<file path="config.mk">
export PLATFORM = sky130hd
export DESIGN_NAME = glitch_filter
export DESIGN_NICKNAME = d
export VERILOG_FILES = /design/src/rtl/glitch_filter_pkg.sv /design/src/rtl/glitch_filter_chan.sv /design/src/rtl/glitch_filter.sv
export SDC_FILE = /design/constraint.sdc
export NUM_CORES = 1
export LEC_CHECK = 0
export CORE_UTILIZATION = 54
export CTS_BUF_LIST = sky130_fd_sc_hd__clkbuf_2 sky130_fd_sc_hd__clkbuf_4 sky130_fd_sc_hd__clkbuf_8
export DETAILED_ROUTE_END_ITERATION = 8
export PLACE_DENSITY_LB_ADDON = 0.08
export SETUP_SLACK_MARGIN = 0.2
export SYNTH_ARGS = -nofsm -noshare
export SYNTH_HDL_FRONTEND = slang
export SYNTH_SLANG_ARGS = --single-unit
</file>
<file path="constraint.sdc">
create_clock -name clk -period 1.9 [get_ports clk]
set_input_delay 0.38 -clock clk [delete_from_list [all_inputs] [get_ports clk]]
set_output_delay 0.38 -clock clk [all_outputs]
set_load 0.02 [all_outputs]
</file>
<file path="src/rtl/glitch_filter_pkg.sv">
// glitch_filter_pkg: shared defaults and the stability counter width helper.
package glitch_filter_pkg;
    localparam int CHANNELS_D      = 4;
    localparam int SYNC_STAGES_D   = 2;
    localparam int STABLE_CYCLES_D = 4;
    localparam int GCNT_W_D        = 8;

    function automatic int cnt_width(input int stable);
        return (stable <= 2) ? 1 : $clog2(stable);
    endfunction
endpackage

</file>
<file path="src/rtl/glitch_filter_chan.sv">
// glitch_filter_chan: one deglitch channel with synchroniser, stability counter,
// registered edge/glitch pulses and a saturating glitch tally.
module glitch_filter_chan
    import glitch_filter_pkg::*;
#(
    parameter int SYNC_STAGES   = SYNC_STAGES_D,
    parameter int STABLE_CYCLES = STABLE_CYCLES_D,
    parameter int GCNT_W        = GCNT_W_D
) (
    input  logic              clk,
    input  logic              rst,
    input  logic              din,
    input  logic              clr_cnt,
    output logic              dout,
    output logic              rise,
    output logic              fall,
    output logic              glitch,
    output logic [GCNT_W-1:0] gcnt
);
    localparam int CW = cnt_width(STABLE_CYCLES);
    localparam logic [CW-1:0] LAST = CW'(STABLE_CYCLES - 1);

    logic [SYNC_STAGES-1:0] sync;
    logic [SYNC_STAGES:0]   shifted;
    logic [CW-1:0]          cnt;
    logic                   s, diff, commit, rej;

    assign shifted = {sync, din};
    assign s       = sync[SYNC_STAGES-1];
    assign diff    = s != dout;
    assign commit  = diff && cnt == LAST;
    assign rej     = !diff && cnt != '0;

    always_ff @(posedge clk) begin
        if (rst) begin
            sync   <= '0;
            dout   <= 1'b0;
            cnt    <= '0;
            rise   <= 1'b0;
            fall   <= 1'b0;
            glitch <= 1'b0;
            gcnt   <= '0;
        end else begin
            sync   <= shifted[SYNC_STAGES-1:0];
            rise   <= commit && s;
            fall   <= commit && !s;
            glitch <= rej;
            if (commit) begin
                dout <= s;
                cnt  <= '0;
            end else if (diff) begin
                cnt <= cnt + 1'b1;
            end else if (rej) begin
                cnt <= '0;
            end
            // clear takes precedence over a coincident glitch increment
            gcnt <= clr_cnt ? '0 : (rej && !(&gcnt)) ? gcnt + 1'b1 : gcnt;
        end
    end
endmodule

</file>
<file path="src/rtl/glitch_filter.sv">
// glitch_filter: CHANNELS independent deglitch channels with packed glitch tallies.
module glitch_filter
    import glitch_filter_pkg::*;
#(
    parameter int CHANNELS      = CHANNELS_D,
    parameter int SYNC_STAGES   = SYNC_STAGES_D,
    parameter int STABLE_CYCLES = STABLE_CYCLES_D,
    parameter int GCNT_W        = GCNT_W_D
) (
    input  logic                       clk,
    input  logic                       rst,
    input  logic [CHANNELS-1:0]        din,
    input  logic                       clr_cnt,
    output logic [CHANNELS-1:0]        dout,
    output logic [CHANNELS-1:0]        rise,
    output logic [CHANNELS-1:0]        fall,
    output logic [CHANNELS-1:0]        glitch,
    output logic [CHANNELS*GCNT_W-1:0] glitch_cnt
);
    for (genvar i = 0; i < CHANNELS; i++) begin : g_chan
        glitch_filter_chan #(
            .SYNC_STAGES  (SYNC_STAGES),
            .STABLE_CYCLES(STABLE_CYCLES),
            .GCNT_W       (GCNT_W)
        ) u_chan (
            .clk    (clk),
            .rst    (rst),
            .din    (din[i]),
            .clr_cnt(clr_cnt),
            .dout   (dout[i]),
            .rise   (rise[i]),
            .fall   (fall[i]),
            .glitch (glitch[i]),
            .gcnt   (glitch_cnt[i*GCNT_W +: GCNT_W])
        );
    end
endmodule

</file>
==> results by group <==
Route
  • DRC viols: 0
  • Drt pass-1 iters: 4
  • DR iter-0 viols: 98
  • WL/cell: 13.29 um
  • DR vias/cell: 5.513
  • Post-Route WL: 5756 um
  • Vias: 2387
  • Post-DRT Antenna Nets: 0

Placement
  • Global placement routability congestion: 0.8054
  • Inst Count DP: 412
  • Port bufs: 54
  • Dpl hpwl: 3891 um
  • Post-DP Area: 3453 um2

Clocking
  • Num CTS Buffers: 9
  • # H-tree levels: 3
  • CTS tree: built
  • Clock Tree Buf Depth: 2
  • Latest clock arrival within the worst-skew pair: 340 ps
  • Clock tree root buffer cell: clkbuf_8
  • Worst-path clk slew: 80 ps
  • Hold Buf Count CTS: 0
  • Clk sinks: 64

Yosys
  • Synth warn: 0
  • Syn nets: 326
  • Post-synth cell types: 51
  • Ys flop type: dfxtp_1
  • Share of the synthesized area in the top cell type: 0.4370
  • Mapped Cells: 307
  • Top cells by area, synth: dfxtp_1 (44%), ha_1 (5.1%), buf_4 (4.1%), nand3_1 (3.4%), nor2_1 (3.2%)
  • Async SR Flop Fraction: 0
  • EDFF count, synth: 0
  • Sequential element share of the synthesized area: 0.4370
  • Mean Syn Cell Area: 9.549 um2
  • #FFs+latches synth: 64
  • Synthesized cell area: 2932 um2
  • Largest area contributor in the netlist: dfxtp_1

Global routing
  • GRT overflow: 0
  • First-pass GRT wire length: 9259 um
  • Largest net degree at the start of global routing: 25
  • Total track usage: 0.2135
  • Initial antenna violation count: 0
  • Via count of the first global-routing pass: 2141

STA
  • RSZ-0062 raised after global routing: no
  • Period utilization: 0.8645
  • Final Slew Violations: 0
  • Clk_skew: 13.68 ps
  • Tightest hold margin: 439.1 ps
  • Worst slew pin tran: 642.8 ps
  • Setup violations, final: 0
  • Worst rel slew slack: 0.5700
  • Final Hold Viols: 0
  • Fmax: 608.8 MHz
  • Crit path time final: 1642 ps
  • Sum Neg Setup Slack: 0 ps

Setup path
  • Critical path, cell by cell: ha_2, and4_4, a211o_4, or3_4, a21oi_2
  • Buf/Inv on CP: 0
  • CP delay by family, top: simple AND/OR/NAND/NOR gates
  • Crit path largest cell delay: 370 ps
  • Crit Path Class: register to register
  • CP Launch Type: register
  • CP required: 2180 ps
  • Crit end category: register
  • Max FO, Critical Path: 7
  • Crit path DAT: 1930 ps
  • Max stage delay cell, worst path: or3_4

Power and ir drop
  • Pwr dens: 738.3 nW/um2
  • Max VDD drop: 0.5458 mV
  • Leak: 1.518 nW

Layout
  • Post-route non-filler standard cell count: 433
  • Synthesis-to-finish area growth: 25.74%
  • N_diodes: 0
  • Fraction of layout cells with a size suffix above 1: 0.1377
  • Final #Nets: 377
  • Final instance area: 3686 um2

Die
  • Placeable Area: 5172 um2
  • DIE HEIGHT: 75.68 um
  • Die Footprint: 5727 um2
  • Chip Width: 75.68 um
  • I/O pin count: 55
  • Initial Utilization: 0.5668
  • Site Rows: 26

Run status
  • Status: completed

Run
  • MaxCap Viol Count: 0

Worst hold path
  • Hold/Removal Path Class: register to register
==> flip-flops by register name, summed over array words and instances, names as in the netlist <==
| register | cells |
|---|---|
| g_chan.u_chan.dout | 4 |
| g_chan.u_chan.rise | 4 |
| g_chan.u_chan.cnt | 8 |
| g_chan.u_chan.fall | 4 |
| g_chan.u_chan.gcnt | 32 |
| g_chan.u_chan.glitch | 4 |
| g_chan.u_chan.sync | 8 |
==> per-stage QoR <==
step	setup slack, ps	util	total power [mW]
floorplan	231.2	-	1.503
global placement	238.6	0.6676	1.547
detailed placement	194.1	0.6676	1.551
CTS	221.9	0.7022	2.742
global route	191.6	0.7126	2.832
finish	257.5	0.7126	2.721
==> cells in the mapped netlist (3+ instances only) <==
cell,count
buf_4,16
nand2_1,10
nand4_1,3
clkbuf_1,8
dfxtp_1,64
inv_1,15
o21ai_1,6
nand3_1,20
nor2b_1,10
and3_1,4
o21ai_0,4
nor4bb_1,8
or3_1,6
ha_1,12
xnor2_1,6
nor3_1,8
mux2i_1,7
a31oi_1,11
a311oi_1,3
nor2_1,25
a21oi_1,15
a211oi_1,3
xor2_1,4
and4_1,4
==> worst reg2reg max path: stages (launching register included) <==
cell	delay (ps)
dfxtp_4	360
ha_2	180
and4_4	200
a211o_4	360
or3_4	370
a21oi_2	110
==> area by class of cell <==
type	instances	area, um2
fill	422	1486
multi-input combinational	203	1469
sequential	64	1289
timing repair buffer	65	578.1
clock buffer	13	166.4
tap	70	87.58
inverter	15	56.30
clock inverter	3	40.04
==> worst paths after layout <==
path | slack (ps) | start | cells after the start | end
setup / recovery | 260 | g_chan[2].u_chan.gcnt[1] | 5 | g_chan[2].u_chan.gcnt[3]
hold / removal | 440 | g_chan[1].u_chan.sync[0] | 1 | g_chan[1].u_chan.sync[1]
setup reg to reg | 260 | g_chan[2].u_chan.gcnt[1] | 5 | g_chan[2].u_chan.gcnt[3]
hold reg to reg | 440 | g_chan[1].u_chan.sync[0] | 1 | g_chan[1].u_chan.sync[1]
==> power breakdown <==
group / internal (mW) / switching [mW]
combinational: 0.0669 / 0.0844
clock: 0.703 / 0.494
sequential: 1.36 / 0.0151
==> placed cells by master, fill, tap and decap left out, types with 3 or more instances in the layout <==
cell type	synthesis	layout
mux2i_1	7	7
ha_1	12	9
a21oi_1	15	14
inv_1	15	15
nand3_1	20	20
buf_4	16	11
or3_1	6	5
and3_1	4	4
nor4bb_1	8	8
a211oi_1	3	3
a311oi_1	3	3
nand2_1	10	10
ha_2	0	3
dfxtp_1	64	62
nand4_1	3	3
nor2_1	25	25
o21ai_1	6	6
clkbuf_8	0	11
xor2_1	4	4
and4_1	4	4
a31oi_1	11	11
dlygate4sd2_1	0	36
nor2b_1	10	10
nor3_1	8	8
xnor2_1	6	6
clkdlybuf4s50_1	0	18
o21ai_0	4	4
==> routing by layer <==
| layer | track usage | share of wire | up-vias |
|---|---|---|---|
| met5 | 0 | 0 | - |
| met1 | 0.2815 | 0.48 | 1127 |
| met3 | 0.05291 | 0.042 | 8 |
| li1 | - | - | 1195 |
| met2 | 0.3333 | 0.47 | 57 |
| met4 | 0.09259 | 0.011 | 0 |
==> logic make-up after synthesis <==
logic type | after synthesis | synth area share
and+or+nand+nor | 116 | 0.2390
DFF | 64 | 0.4370
AOI/OAI and AO/OA | 56 | 0.1362
buffers and inverters | 40 | 0.07170
xor gates and xnor gates | 12 | 0.04097
adders and majority gates | 12 | 0.05122
muxes | 7 | 0.02390
==> repair_timing <==
action                                 CTS  global route
pin swaps                                1             2
endpoints found under the hold margin    0             0
setup endpoints to repair               37             7
setup buffers                            2             3
resized for setup                       37             8
Power figures use the tool's default switching activity.
